## src/rtl/pwm_duty_decoder_if.sv

```systemverilog
// pwm_duty_decoder_if: bundle of the PWM decoder's input and result signals.
//   pwm_in     raw PWM waveform (asynchronous to the decoder clock)
//   duty       last decoded duty, 0..255
//   duty_valid one-cycle pulse, duty/period updated
//   period     last measured period in clock cycles
//   stuck      level, no rising edge seen for the timeout interval
//   overrun    one-cycle pulse, sample dropped
// master = waveform source / result consumer, slave = decoder.
interface pwm_duty_decoder_if #(
  parameter int CW = 20
);
  logic          pwm_in;
  logic [7:0]    duty;
  logic          duty_valid;
  logic [CW-1:0] period;
  logic          stuck;
  logic          overrun;

  modport master (output pwm_in, input duty, duty_valid, period, stuck, overrun);
  modport slave  (input pwm_in, output duty, duty_valid, period, stuck, overrun);
endinterface

```

## src/rtl/pwm_duty_decoder.sv

```systemverilog
// pwm_duty_decoder: recovers an 8-bit duty value from a PWM waveform.
// Measures high time H and period P between rising edges, then runs a
// 9-cycle restoring divide to report duty = min(floor(256*H/P), 255).
// Ports:
//   sys_clk  system clock, all logic on posedge
//   rst_n    synchronous active-low reset
//   bus      pwm_duty_decoder_if.slave (pwm_in in; duty, duty_valid,
//            period, stuck, overrun out)
module pwm_duty_decoder #(
  parameter int CW      = 20,
  parameter int TIMEOUT = 1_000_000,
  parameter int MIN_P   = 16
) (
  input  logic              sys_clk,
  input  logic              rst_n,
  pwm_duty_decoder_if.slave bus
);

  localparam logic [CW-1:0] CNT_MAX = '1;
  localparam logic [CW-1:0] TMO     = CW'(TIMEOUT);
  localparam logic [CW-1:0] MINP    = CW'(MIN_P);

  typedef enum logic [1:0] {ARM, MEASURE, DIVIDE} state_t;

  state_t        state, nxt;
  logic          sync1, pwm_s, pwm_d, rise;
  logic [CW-1:0] cnt_p, cnt_h;
  logic [CW-1:0] lat_p, rem, diff;
  logic [CW:0]   trial;
  logic [8:0]    dsh;
  logic [7:0]    q;
  logic [8:0]    q_fin;
  logic [3:0]    bit_cnt;
  logic          ge;
  logic          latch, finish, ovr, tmo_hit;

  logic [7:0]    duty_r;
  logic [CW-1:0] period_r;
  logic          valid_r, stuck_r, ovr_r;

  // Input synchronizer plus one extra stage for edge detection.
  always_ff @(posedge sys_clk) begin
    if (!rst_n) begin
      sync1 <= 1'b0;
      pwm_s <= 1'b0;
      pwm_d <= 1'b0;
    end else begin
      sync1 <= bus.pwm_in;
      pwm_s <= sync1;
      pwm_d <= pwm_s;
    end
  end

  assign rise = pwm_s & ~pwm_d;

  // Counters run in every state; a rise reloads them to 1 because the
  // rise cycle itself is the first (high) cycle of the new window.
  always_ff @(posedge sys_clk) begin
    if (!rst_n) begin
      cnt_p <= '0;
      cnt_h <= '0;
    end else if (rise) begin
      cnt_p <= CW'(1);
      cnt_h <= CW'(1);
    end else begin
      if (tmo_hit)               cnt_p <= '0;
      else if (cnt_p != CNT_MAX) cnt_p <= cnt_p + 1'b1;
      if (pwm_s && cnt_h != CNT_MAX) cnt_h <= cnt_h + 1'b1;
    end
  end

  always_ff @(posedge sys_clk) begin
    if (!rst_n) state <= ARM;
    else        state <= nxt;
  end

  // Rise has priority over both timeout and divide completion.
  always_comb begin
    nxt     = state;
    latch   = 1'b0;
    finish  = 1'b0;
    ovr     = 1'b0;
    tmo_hit = 1'b0;
    case (state)
      ARM: begin
        if (rise)               nxt = MEASURE;
        else if (cnt_p == TMO)  tmo_hit = 1'b1;
      end
      MEASURE: begin
        if (rise) begin
          if (cnt_p < MINP) ovr = 1'b1;
          else begin
            latch = 1'b1;
            nxt   = DIVIDE;
          end
        end else if (cnt_p == TMO) begin
          tmo_hit = 1'b1;
          nxt     = ARM;
        end
      end
      DIVIDE: begin
        if (rise) begin
          ovr = 1'b1;
          nxt = MEASURE;
        end else if (bit_cnt == 4'd8) begin
          finish = 1'b1;
          nxt    = MEASURE;
        end
      end
      default: nxt = ARM;
    endcase
  end

  // Restoring divide of {H, 8'b0} by P. Since H <= P the top CW-1 bits of
  // the dividend (H >> 1) are already below P, so only the low 9 dividend
  // bits {H[0], 8'b0} are shifted through, giving a 9-bit quotient.
  assign trial = {rem, dsh[8]};
  assign ge    = trial >= {1'b0, lat_p};
  assign diff  = trial[CW-1:0] - lat_p;   // valid only when ge; result < P
  assign q_fin = {q, ge};

  always_ff @(posedge sys_clk) begin
    if (!rst_n) begin
      lat_p   <= '0;
      rem     <= '0;
      dsh     <= '0;
      q       <= '0;
      bit_cnt <= '0;
    end else if (latch) begin
      lat_p   <= cnt_p;
      rem     <= cnt_h >> 1;
      dsh     <= {cnt_h[0], 8'h00};
      q       <= '0;
      bit_cnt <= '0;
    end else if (state == DIVIDE) begin
      rem     <= ge ? diff : trial[CW-1:0];
      dsh     <= {dsh[7:0], 1'b0};
      q       <= {q[6:0], ge};
      bit_cnt <= bit_cnt + 4'd1;
    end
  end

  always_ff @(posedge sys_clk) begin
    if (!rst_n) begin
      duty_r   <= '0;
      period_r <= '0;
      valid_r  <= 1'b0;
      stuck_r  <= 1'b0;
      ovr_r    <= 1'b0;
    end else begin
      valid_r <= 1'b0;
      ovr_r   <= ovr;
      if (finish) begin
        duty_r   <= q_fin[8] ? 8'hFF : q_fin[7:0];
        period_r <= lat_p;
        valid_r  <= 1'b1;
        stuck_r  <= 1'b0;
      end else if (tmo_hit) begin
        // Stuck input reports the static level as 0% or full-scale duty.
        duty_r   <= pwm_s ? 8'hFF : 8'h00;
        period_r <= '0;
        valid_r  <= 1'b1;
        stuck_r  <= 1'b1;
      end
    end
  end

  assign bus.duty       = duty_r;
  assign bus.period     = period_r;
  assign bus.duty_valid = valid_r;
  assign bus.stuck      = stuck_r;
  assign bus.overrun    = ovr_r;

endmodule

```

## src/flat_wrapper.sv

```systemverilog
// flat-port wrapper written by rule: the top's interface ports become plain ports
module pwm_duty_decoder_flat 
#(
  parameter int CW      = 20,
  parameter int TIMEOUT = 1_000_000,
  parameter int MIN_P   = 16
)
  (sys_clk, rst_n, bus_pwm_in, bus_duty, bus_duty_valid, bus_period, bus_stuck, bus_overrun);
  pwm_duty_decoder_if #(.CW(CW)) bus_i ();
  input  logic sys_clk;
  input  logic rst_n;
  input wire logic [$bits(bus_i.pwm_in)-1:0] bus_pwm_in;
  output wire logic [$bits(bus_i.duty)-1:0] bus_duty;
  output wire logic [$bits(bus_i.duty_valid)-1:0] bus_duty_valid;
  output wire logic [$bits(bus_i.period)-1:0] bus_period;
  output wire logic [$bits(bus_i.stuck)-1:0] bus_stuck;
  output wire logic [$bits(bus_i.overrun)-1:0] bus_overrun;
  assign bus_i.pwm_in = bus_pwm_in;
  assign bus_duty = bus_i.duty;
  assign bus_duty_valid = bus_i.duty_valid;
  assign bus_period = bus_i.period;
  assign bus_stuck = bus_i.stuck;
  assign bus_overrun = bus_i.overrun;
  pwm_duty_decoder #(.CW(CW), .TIMEOUT(TIMEOUT), .MIN_P(MIN_P)) u_core (.sys_clk(sys_clk), .rst_n(rst_n), .bus(bus_i));
endmodule
```

## config.mk

```make
export PLATFORM = sky130hd
export DESIGN_NAME = pwm_duty_decoder_flat
export DESIGN_NICKNAME = d
export VERILOG_FILES = /design/src/rtl/pwm_duty_decoder_if.sv /design/src/rtl/pwm_duty_decoder.sv /design/src/flat_wrapper.sv
export SDC_FILE = /design/constraint.sdc
export NUM_CORES = 1
export LEC_CHECK = 0
export CORE_AREA = 8 8 146 148
export DETAILED_ROUTE_END_ITERATION = 16
export DIE_AREA = 0 0 154 156
export HOLD_SLACK_MARGIN = 0.08
export SETUP_SLACK_MARGIN = 0.05
export SKIP_CTS_REPAIR_TIMING = 1
export SLEW_MARGIN = 20
export SYNTH_ARGS = -nofsm -noshare
export SYNTH_HDL_FRONTEND = slang
export SYNTH_SLANG_ARGS = --single-unit
```

## constraint.sdc

```tcl
create_clock -name sys_clk -period 5.1 [get_ports sys_clk]
set_clock_uncertainty 0.15 [all_clocks]
set_input_delay 1.02 -clock sys_clk [delete_from_list [all_inputs] [get_ports sys_clk]]
set_output_delay 1.02 -clock sys_clk [all_outputs]
set_load 0.01 [all_outputs]
```

==> impl_results.md, run 1 <==
- Status: completed
- Die span in x: roughly 150 µm
- Area grow syn2layout: 15.2%
- CTS buffer count: 17
- Fin nets: 867
- Worst min path class: reg -> reg
- Drt via density: roughly 5.4
- Root Buffer: clkbuf_16
- Wire per inst: approximately 16 µm
- NetSw: just over 500 µW
- CP cell instances: inv_1, ha_1, nor2b_1, o31a_1, o31ai_2, a21oi_1, a31oi_4, nor4_2, a311o_1
- Register area share after synthesis: 38.4%
- Initial DRC Count: ~380
- Post-Syn Area per Cell: 8.19 µm²
- Htree depth: 4
- DIE AREA: between 20000 and 25000 µm²
- RSZ-0062 raised after global routing: false
- End of the critical path: u_core.rem[19]$_SDFFE_PP0P_
- Residual DRC count: 0
- Share of cells above drive strength 1: 5.90%
- Ys Warns: 0
- Initial Util: a little over a third
- Leakage dissipation: between 2 and 3 nW
- Main synth FF type: dfxtp_1
- Number of flops mapped to enable cells by yosys: 0
- Reg-to-Reg End: u_core.rem[19]$_SDFFE_PP0P_
- All-Layer GR Usage: 14.7%
- Core area: ~19000 µm²
- Post-DP HPWL: approximately 12000 µm
- Sequential Power Share: a little under half
- Setup TNS: 0 ps
- Number of antenna violations at the first check in global routing: 0
- Routed Antenna Nets: 0
- Pre-antenna DRT Iters: 5
- Reg area: between 2000 and 3000 µm²
- Tmin final: about 3300 ps
- Max-Cap Viols: 0
- Cell depth of the worst setup path: 9
- Post-synthesis net count: ~850
- Number of global-route vias before repair: 5518
- Comb power frac: around 2.7%
- Most frequent cells in the layout: 129 x dfxtp_1, 92 x nor2_1, 79 x nand2_1
- Crit-path leading delay family: compound AO/OA/AOI/OAI gates
- Worst r2r path cells: 9
- Final Slew Violations: 0
- Worst-Margin Slew: around 970 ps
- Filler instances: about 1900
- Via count: a little under 6000
- F_max: around 300 MHz
- CP endpoint kind: register
- Area after DPL: roughly 7200 µm²
- Max clock buf depth: 2
- Most common cell after layout, fill and taps aside: dfxtp_1
- Mapped Cells: slightly above 800
- GPL Wtd Cong: 0.856
- Yosys reg bits: roughly 130
- Overall power: 2.18 mW
- Mapped Area: 6730 µm²
- Part of the cycle the worst path needs: about 65%
- WP data arrival: 3500 ps
- Drt total wl: approximately 17000 µm
- Final Cell Area: 7750 µm²
- Critical path buffers and inverters: 1
- Clk slew on worst S/H paths: roughly 60 ps
- P per Cell Area: about 280 nW/µm²
- Remaining Overflow, GRT: 0
- Finished Layout Cells: about 1100
- Req. time, crit path: around 5300 ps
- Critical R2R Launch: u_core.lat_p[1]$_SDFFE_PN0P_
- Final setup fails: 0
- Die Ht: approximately 160 µm
- Max_slew headroom: 35.4%
- Post-Place Cells: ~1100
- Max VDD drop: approximately 240 µV
- Final Util: approximately two fifths
- Final Hold Fails: 0
- Internal: ~1.7 mW
- Clock power frac: about 51%
- Worst stage delay on the critical path: ~830 ps
- I/O pin count: 34
- Area of the multi-input gates: roughly 3800 µm²
- Worst-Skew Late Latency: roughly 430 ps
- ANT cells: 0
- CP Class: reg -> reg
- Slowest CP cell: a31oi_4
- Largest net degree at the start of global routing: 50
- CP max FO: 26
- R2R setup slack: about 1800 ps
- Async set-reset flop share out of synthesis: 0%
- Sw Ratio: a little under a quarter
- First-pass GRT wire length: 28600 µm
- CTS tree: yes
- Rows: 51
- CTS sink cnt: about 130
- I/O Buffers: 33
- Count of cell types in the netlist: 65
- CP startpoint: u_core.lat_p[1]$_SDFFE_PN0P_
- CP Launch Type: register
[layer usage]
metal	GRT usage, %	vias up	wire, µm
li1	-	2964	-
met5	0	-	0
met1	18.8	2775	8330
met3	2.83	21	517
met2	24.4	77	8300
met4	5.04	0	246
[sequential cells by signal, indices dropped and copies added, names as in the netlist]
register,count
u_core.bit_cnt,4
u_core.bus.duty,8
u_core.bus.duty_valid,1
u_core.bus.overrun,1
u_core.bus.period,20
u_core.bus.stuck,1
u_core.cnt_h,20
u_core.cnt_p,20
u_core.dsh,1
u_core.lat_p,20
u_core.pwm_d,1
u_core.pwm_s,1
u_core.q,8
u_core.rem,20
u_core.state,2
u_core.sync1,1
[cell usage after synthesis, types with 6 or more instances]
cell        n  area [µm²]
nand2_1    79         297
mux2i_1    29         290
and3_1     29         181
nor2_1     92         345
buf_2      11        55.1
nor3_1     18        90.1
nand4_1    16         100
o21ai_0    35         175
a21oi_1    69         345
nand2b_1    6        37.5
xor2_1     29         254
or3_1       6        37.5
xnor2_1    10        87.6
and2_1      8        50.1
nand3_1    29         145
o22ai_1    14        87.6
ha_1       29         363
a22oi_1    24         180
dfxtp_1   129        2580
inv_1      33         124
clkbuf_1   31         116
a211oi_1    6        45.0
nor2b_1     6        37.5
[power groups by stage]
stage          Sequential [mW]  Clock, mW  Combinational, mW
5_1_grt                   1.02       1.17             0.0650
3_3_place_gp              1.04          0             0.0583
2_1_floorplan             1.04          0             0.0448
6_report                  1.02       1.10             0.0583
3_5_place_dp              1.04          0             0.0589
4_1_cts                   1.02       1.12             0.0590
[through the flow]
stage               hold slack [ps]  worst slack (ps)
floorplan                       262              2500
global placement                273              1860
detailed placement              273              1760
CTS                             286              1810
global route                    308              1620
finish                          281              1770
[kinds of logic after synthesis]
group	count (synthesis)	share of synthesized area (%)
AO/OA/AOI/OAI	198	18.5
XOR/XNOR	39	5.08
adder cells (fa/ha/maj)	30	5.69
buffers and inverters	80	4.84
flip-flops	129	38.4
multiplexers	29	4.31
AND/OR/NAND/NOR	316	23.2
[cell type report]
class | instances | area share (%)
Clock buffer | 19 | 5.72
Clock inverter | 13 | 1.15
Inverter | 34 | 1.65
Multi-Input combinational cell | 612 | 49.4
Sequential cell | 129 | 33.3
Tap cell | 238 | 3.84
Timing Repair Buffer | 40 | 4.94
[how the worst min path moves through the flow]
| stage | start | endpoint | depth (start not counted) |
|---|---|---|---|
| finish | u_core.sync1$_SDFF_PN0_ | u_core.pwm_s$_SDFF_PN0_ | 1 |
| global route | u_core.sync1$_SDFF_PN0_ | u_core.pwm_s$_SDFF_PN0_ | 1 |
| CTS | u_core.sync1$_SDFF_PN0_ | u_core.pwm_s$_SDFF_PN0_ | 1 |
| floorplan | u_core.sync1$_SDFF_PN0_ | u_core.pwm_s$_SDFF_PN0_ | 1 |
| detailed placement | u_core.sync1$_SDFF_PN0_ | u_core.pwm_s$_SDFF_PN0_ | 1 |
| global placement | u_core.sync1$_SDFF_PN0_ | u_core.pwm_s$_SDFF_PN0_ | 1 |
Note: power is estimated with default switching activity, not from simulation.
==> inputs of run 2 (changes only) <==
==> constraint.sdc (replaced) <==
create_clock -name sys_clk -period 2.8 [get_ports sys_clk]
set_clock_uncertainty 0.15 [all_clocks]
set_input_delay 0.56 -clock sys_clk [delete_from_list [all_inputs] [get_ports sys_clk]]
set_output_delay 0.56 -clock sys_clk [all_outputs]
set_load 0.01 [all_outputs]
==> run 2 against run 1 <==
Via count rose by 1.8%. Worst setup slack worse by 1600 ps. Routed wire length increased by 1.0%. Clock power grew 100%. First-iteration DRC count shrank 5.9%. Global-route usage up 0.23 points. Cell count up 2.8%. Clock-buffer cell count did not move. Die area stayed put. Combinational power up 110%. Critical path depth is 1 higher. Critical endpoint unchanged. Largest cell class unchanged. Largest power group unchanged.
==> impl_results.md, run 2 (synthesis results as in run 1) <==
- Status: completed (unchanged)
- Reg-to-Reg End: u_core.rem[19]$_SDFFE_PP0P_ (unchanged)
- CP endpoint kind: register (unchanged)
- R2R setup slack: 180 ps (was 1770 ps)
- I/O Buffers: 33 (unchanged)
- Part of the cycle the worst path needs: 93.4% (was 65.3%)
- Initial Util: 35.3% (unchanged)
- Fin nets: 897 (was 867)
- Pre-antenna DRT Iters: 5 (unchanged)
- Number of antenna violations at the first check in global routing: 0 (unchanged)
- All-Layer GR Usage: 15.0% (was 14.7%)
- Cell depth of the worst setup path: 10 (was 9)
- Core area: 19100 µm² (unchanged)
- Crit-path leading delay family: compound AO/OA/AOI/OAI gates (unchanged)
- Most common cell after layout, fill and taps aside: dfxtp_1 (unchanged)
- F_max: 382 MHz (was 300 MHz)
- P per Cell Area: 520 nW/µm² (was 282 nW/µm²)
- Residual DRC count: 0 (unchanged)
- Area of the multi-input gates: 3870 µm² (was 3830 µm²)
- Final Hold Fails: 0 (unchanged)
- Clk slew on worst S/H paths: 60 ps (about the same)
- I/O pin count: 34 (unchanged)
- CP cell instances: inv_1, ha_1, nor2b_1, o31a_1, o31ai_4, buf_4, a211o_1, and3_1, nor4_2, a311o_1 (was inv_1, ha_1, nor2b_1, o31a_1, o31ai_2, a21oi_1, a31oi_4, nor4_2, a311o_1)
- Final Slew Violations: 0 (unchanged)
- WP data arrival: 2780 ps (was 3500 ps)
- RSZ-0062 raised after global routing: true (was false)
- Max VDD drop: 433 µV (was 236 µV)
- Number of global-route vias before repair: 5507 (was 5518)
- Max clock buf depth: 2 (unchanged)
- Post-DP HPWL: 13000 µm (was 12400 µm)
- Sequential Power Share: 44.1% (was 46.8%)
- Area grow syn2layout: 20.4% (was 15.2%)
- Overall power: 4.21 mW (was 2.18 mW)
- CTS sink cnt: 129 (unchanged)
- Final Util: 42.5% (was 40.6%)
- CTS tree: yes (unchanged)
- Worst-Margin Slew: 677 ps (was 969 ps)
- Leakage dissipation: 3.02 nW (was 2.82 nW)
- NetSw: 971 µW (was 519 µW)
- Initial DRC Count: 353 (was 375)
- Filler instances: 1888 (was 1902)
- Htree depth: 4 (unchanged)
- Most frequent cells in the layout: 129 x dfxtp_1, 92 x nor2_1, 79 x nand2_1 (unchanged)
- Req. time, crit path: 2960 ps (was 5270 ps)
- WHS: 293 ps (was 281 ps)
- Worst min path class: reg -> reg (unchanged)
- Remaining Overflow, GRT: 0 (unchanged)
- Max-Cap Viols: 0 (unchanged)
- Critical path buffers and inverters: 2 (was 1)
- Internal: 3.24 mW (was 1.66 mW)
- CP max FO: 5 (was 26)
- End of the critical path: u_core.rem[19]$_SDFFE_PP0P_ (unchanged)
- Drt via density: 5.33 (was 5.38)
- Die Ht: 156 µm (unchanged)
- CP Launch Type: register (unchanged)
- Worst r2r path cells: 10 (was 9)
- Tmin final: 2620 ps (was 3330 ps)
- Root Buffer: clkbuf_16 (unchanged)
- Sw Ratio: 23.1% (was 23.8%)
- Worst stage delay on the critical path: 360 ps (was 830 ps)
- Via count: 5941 (was 5837)
- Slowest CP cell: dfxtp_1 (was a31oi_4)
- CTS buffer count: 17 (unchanged)
- ANT cells: 0 (unchanged)
- Reg area: 2580 µm² (unchanged)
- CP Class: reg -> reg (unchanged)
- Die span in x: 154 µm (unchanged)
- Wire per inst: 15.8 µm (was 16.0 µm)
- GPL Wtd Cong: 0.869 (was 0.856)
- First-pass GRT wire length: 29300 µm (was 28600 µm)
- Worst-Skew Late Latency: 430 ps (about the same)
- Max_slew headroom: 54.7% (was 35.4%)
- Final setup fails: 0 (unchanged)
- Drt total wl: 17600 µm (was 17400 µm)
- Largest net degree at the start of global routing: 46 (was 50)
- DIE AREA: 24000 µm² (unchanged)
- Clock power frac: 53.0% (was 50.5%)
- Rows: 51 (unchanged)
- Setup TNS: 0 ps (unchanged)
- Routed Antenna Nets: 0 (unchanged)
- Share of cells above drive strength 1: 9.81% (was 5.90%)
- Critical R2R Launch: u_core.lat_p[1]$_SDFFE_PN0P_ (unchanged)
- Comb power frac: 2.9% (was 2.7%)
- CP startpoint: u_core.lat_p[1]$_SDFFE_PN0P_ (unchanged)
-- run 2: worst register-to-register path: cells and delay by family (launching register included) --
family / cells / cell delay (ps)
flip-flops: 1 / 360
AND/OR/NAND/NOR: 3 / 420
buffers and inverters: 2 / 270
AO/OA/AOI/OAI: 4 / 1040
adder cells (fa/ha/maj): 1 / 290
-- run 2: per-layer routing --
layer  vias to the layer above  share of wire [%]  wire, µm  global-route usage [%]
met5                         -                  0         0                       0
met1                      2791                 49      8590                    19.8
li1                       3022                  -         -                       -
met2                       105                 45      7970                    23.5
met3                        23                3.9       692                    3.27
met4                         0                1.8       316                    5.51
-- run 2: power by group through the flow --
stage | registers [mW] | clock network, mW | logic (mW)
after floorplan | 1.90 | 0 | 0.0817
after global placement | 1.90 | 0 | 0.120
after detailed placement | 1.90 | 0 | 0.121
after CTS | 1.86 | 2.27 | 0.122
after global routing | 1.86 | 2.36 | 0.139
final | 1.86 | 2.23 | 0.121
-- run 2: worst min path at each step --
stage	from	to	slack (ps)	depth (start not counted)
floorplan	u_core.sync1$_SDFF_PN0_	u_core.pwm_s$_SDFF_PN0_	260	1
global placement	u_core.sync1$_SDFF_PN0_	u_core.pwm_s$_SDFF_PN0_	280	1
detailed placement	u_core.sync1$_SDFF_PN0_	u_core.pwm_s$_SDFF_PN0_	280	1
CTS	u_core.sync1$_SDFF_PN0_	u_core.pwm_s$_SDFF_PN0_	300	1
global route	u_core.sync1$_SDFF_PN0_	u_core.pwm_s$_SDFF_PN0_	320	1
finish	u_core.sync1$_SDFF_PN0_	u_core.pwm_s$_SDFF_PN0_	290	1
-- run 2: area by class of cell --
type	count	share of cell area [%]
clock inverters	13	1.85
flip-flops and latches	129	31.9
well taps	238	3.68
repair buffers	70	7.81
clock buffers	19	5.47
multi-input cells	612	47.7
inverters	34	1.58
-- run 2: metrics by stage --
stage	cells	instance area, µm²	setup WS, ps
after floorplan	821	6730	198
after global placement	1083	7470	141
after detailed placement	1083	7470	144
after CTS	1115	8060	138
after global routing	1115	8100	20.1
final	1115	8100	184
==> inputs of run 3 (changes only) <==
--- a/config.mk
+++ b/config.mk
@@ -8,7 +8,7 @@
 export CORE_AREA = 8 8 146 148
 export DETAILED_ROUTE_END_ITERATION = 16
 export DIE_AREA = 0 0 154 156
-export HOLD_SLACK_MARGIN = 0.08
+export HOLD_SLACK_MARGIN = 0.1
 export SETUP_SLACK_MARGIN = 0.05
 export SKIP_CTS_REPAIR_TIMING = 1
 export SLEW_MARGIN = 20
==> constraint.sdc (replaced) <==
create_clock -name sys_clk -period 2.8 [get_ports sys_clk]
set_clock_uncertainty 0.15 [all_clocks]
set_input_delay 0.28 -clock sys_clk [delete_from_list [all_inputs] [get_ports sys_clk]]
set_output_delay 0.28 -clock sys_clk [all_outputs]
set_load 0.01 [all_outputs]
==> run 3 against run 2 <==
Hold slack worse by 9.5 ps. Flip-flop and latch count unchanged. Design area about the same. Die area unchanged. Total power down 1.4%.
==> impl_results.md, run 3 (synthesis results as in run 1) <==
- Status: completed (unchanged)
- Share of cells above drive strength 1: 10.1% (was 9.81%)
- Post-Place Cells: 1083 (unchanged)
- Fin nets: 897 (unchanged)
- P per Cell Area: 512 nW/µm² (was 520 nW/µm²)
- CP Launch Type: register (unchanged)
- ANT cells: 0 (unchanged)
- Number of antenna violations at the first check in global routing: 0 (unchanged)
- Drt via density: 5.39 (was 5.33)
- All-Layer GR Usage: 15.0% (about the same)
- CP startpoint: u_core.lat_p[5]$_SDFFE_PN0P_ (was u_core.lat_p[1]$_SDFFE_PN0P_)
- Drt total wl: 18000 µm (was 17600 µm)
- Req. time, crit path: 2970 ps (was 2960 ps)
- Setup TNS: 0 ps (unchanged)
- Die Ht: 156 µm (unchanged)
- Final Slew Violations: 0 (unchanged)
- Number of global-route vias before repair: 5560 (was 5507)
- Part of the cycle the worst path needs: 92.6% (was 93.4%)
- Overall power: 4.15 mW (was 4.21 mW)
- DIE AREA: 24000 µm² (unchanged)
- CP max FO: 5 (unchanged)
- Worst min path class: in -> reg (was reg -> reg)
- CTS tree: yes (unchanged)
- Root Buffer: clkbuf_16 (unchanged)
- Wire per inst: 16.1 µm (was 15.8 µm)
- Area grow syn2layout: 20.4% (about the same)
- Clk slew on worst S/H paths: 70 ps (was 60 ps)
- Post-DP HPWL: 13000 µm (about the same)
- GPL Wtd Cong: 0.876 (was 0.869)
- Filler instances: 1888 (unchanged)
- F_max: 386 MHz (was 382 MHz)
- Max-Cap Viols: 0 (unchanged)
- WHS: 283 ps (was 293 ps)
- Most frequent cells in the layout: 129 x dfxtp_1, 92 x nor2_1, 79 x nand2_1 (unchanged)
- Critical R2R Launch: u_core.lat_p[5]$_SDFFE_PN0P_ (was u_core.lat_p[1]$_SDFFE_PN0P_)
- I/O Buffers: 33 (unchanged)
- Max VDD drop: 419 µV (was 433 µV)
- CP Class: reg -> reg (unchanged)
- Setup WS pre-CTS: 22.4 ps (was 144 ps)
- First-pass GRT wire length: 29100 µm (was 29300 µm)
- Core area: 19100 µm² (unchanged)
- Remaining Overflow, GRT: 0 (unchanged)
- Residual DRC count: 0 (unchanged)
- Max clock buf depth: 2 (unchanged)
- CTS sink cnt: 129 (unchanged)
- Initial DRC Count: 328 (was 353)
- Via count: 6011 (was 5941)
- Routed Antenna Nets: 0 (unchanged)
- CP endpoint kind: register (unchanged)
- Largest net degree at the start of global routing: 30 (was 46)
- CTS buffer count: 17 (unchanged)
- Tmin final: 2590 ps (was 2620 ps)
- Finished Layout Cells: 1115 (unchanged)
- Final setup fails: 0 (unchanged)
- Max_slew headroom: 54.7% (about the same)
- Worst-Skew Late Latency: 430 ps (about the same)
- Die span in x: 154 µm (unchanged)
- Pre-antenna DRT Iters: 5 (unchanged)
- Most common cell after layout, fill and taps aside: dfxtp_1 (unchanged)
- Initial Util: 35.3% (unchanged)
- Final Hold Fails: 0 (unchanged)
- Final WS setup: 207 ps (was 184 ps)
- RSZ-0062 raised after global routing: false (was true)
- Htree depth: 4 (unchanged)
- Rows: 51 (unchanged)
- Worst-Margin Slew: 677 ps (about the same)
- Hold_sp: bus_pwm_in (was u_core.sync1$_SDFF_PN0_)
- I/O pin count: 34 (unchanged)
- WP data arrival: 2770 ps (was 2780 ps)
- Leakage dissipation: 3.01 nW (was 3.02 nW)
## run 3: changes by cell type in the layout (fill, tap and decap cells not counted), sizes merged
cell,previous run,this run
inv,39,42
clkinv,4,2
bufinv,2,1
clkbuf,19,18
clkinvlp,2,3
## run 3: final cells by class
cell class / count / area, µm² / share of cell area [%]
multi-input combinational: 612 / 3890 / 48.0
sequential: 129 / 2580 / 31.9
timing repair buffer: 70 / 633 / 7.82
clock buffer: 18 / 429 / 5.30
tap: 238 / 298 / 3.68
clock inverter: 14 / 143 / 1.76
inverter: 34 / 128 / 1.58
## run 3: power breakdown
part           internal (mW)  switching (mW)
clock network           1.25           0.924
registers               1.85          0.0110
logic                 0.0425          0.0787
## run 3: final timing paths
| path | depth (start not counted) | slack [ps] | end |
|---|---|---|---|
| worst min register to register | 1 | 290 | u_core.pwm_s$_SDFF_PN0_ |
| worst max-delay path | 10 | 210 | u_core.rem[19]$_SDFFE_PP0P_ |
| worst min-delay path | 2 | 280 | u_core.sync1$_SDFF_PN0_ |
| worst max register to register | 10 | 210 | u_core.rem[19]$_SDFFE_PP0P_ |
## run 3: layer usage
layer / track usage, % / part of all wire, % / wire, µm
met4: 3.73 / 0.97 / 174
met1: 19.0 / 47 / 8430
met3: 3.99 / 4.0 / 720
met5: 0 / 0 / 0
met2: 24.8 / 48 / 8630
## run 3: per-stage QoR
stage | area (µm²) | util, %
6_report | 8100 | 42.5
5_1_grt | 8100 | 42.5
4_1_cts | 8040 | 42.1
3_5_place_dp | 7470 | 39.1
3_3_place_gp | 7470 | 39.1
2_1_floorplan | 6730 | -
## run 3: worst max-delay path, cell delays in order, from the launching register on
cell	delay (ps)
dfxtp_1	360
inv_1	60
ha_1	340
nand2_1	150
nor3_4	260
o31ai_4	110
buf_4	160
a211o_4	340
a21oi_1	180
nor4_2	60
a311o_1	300
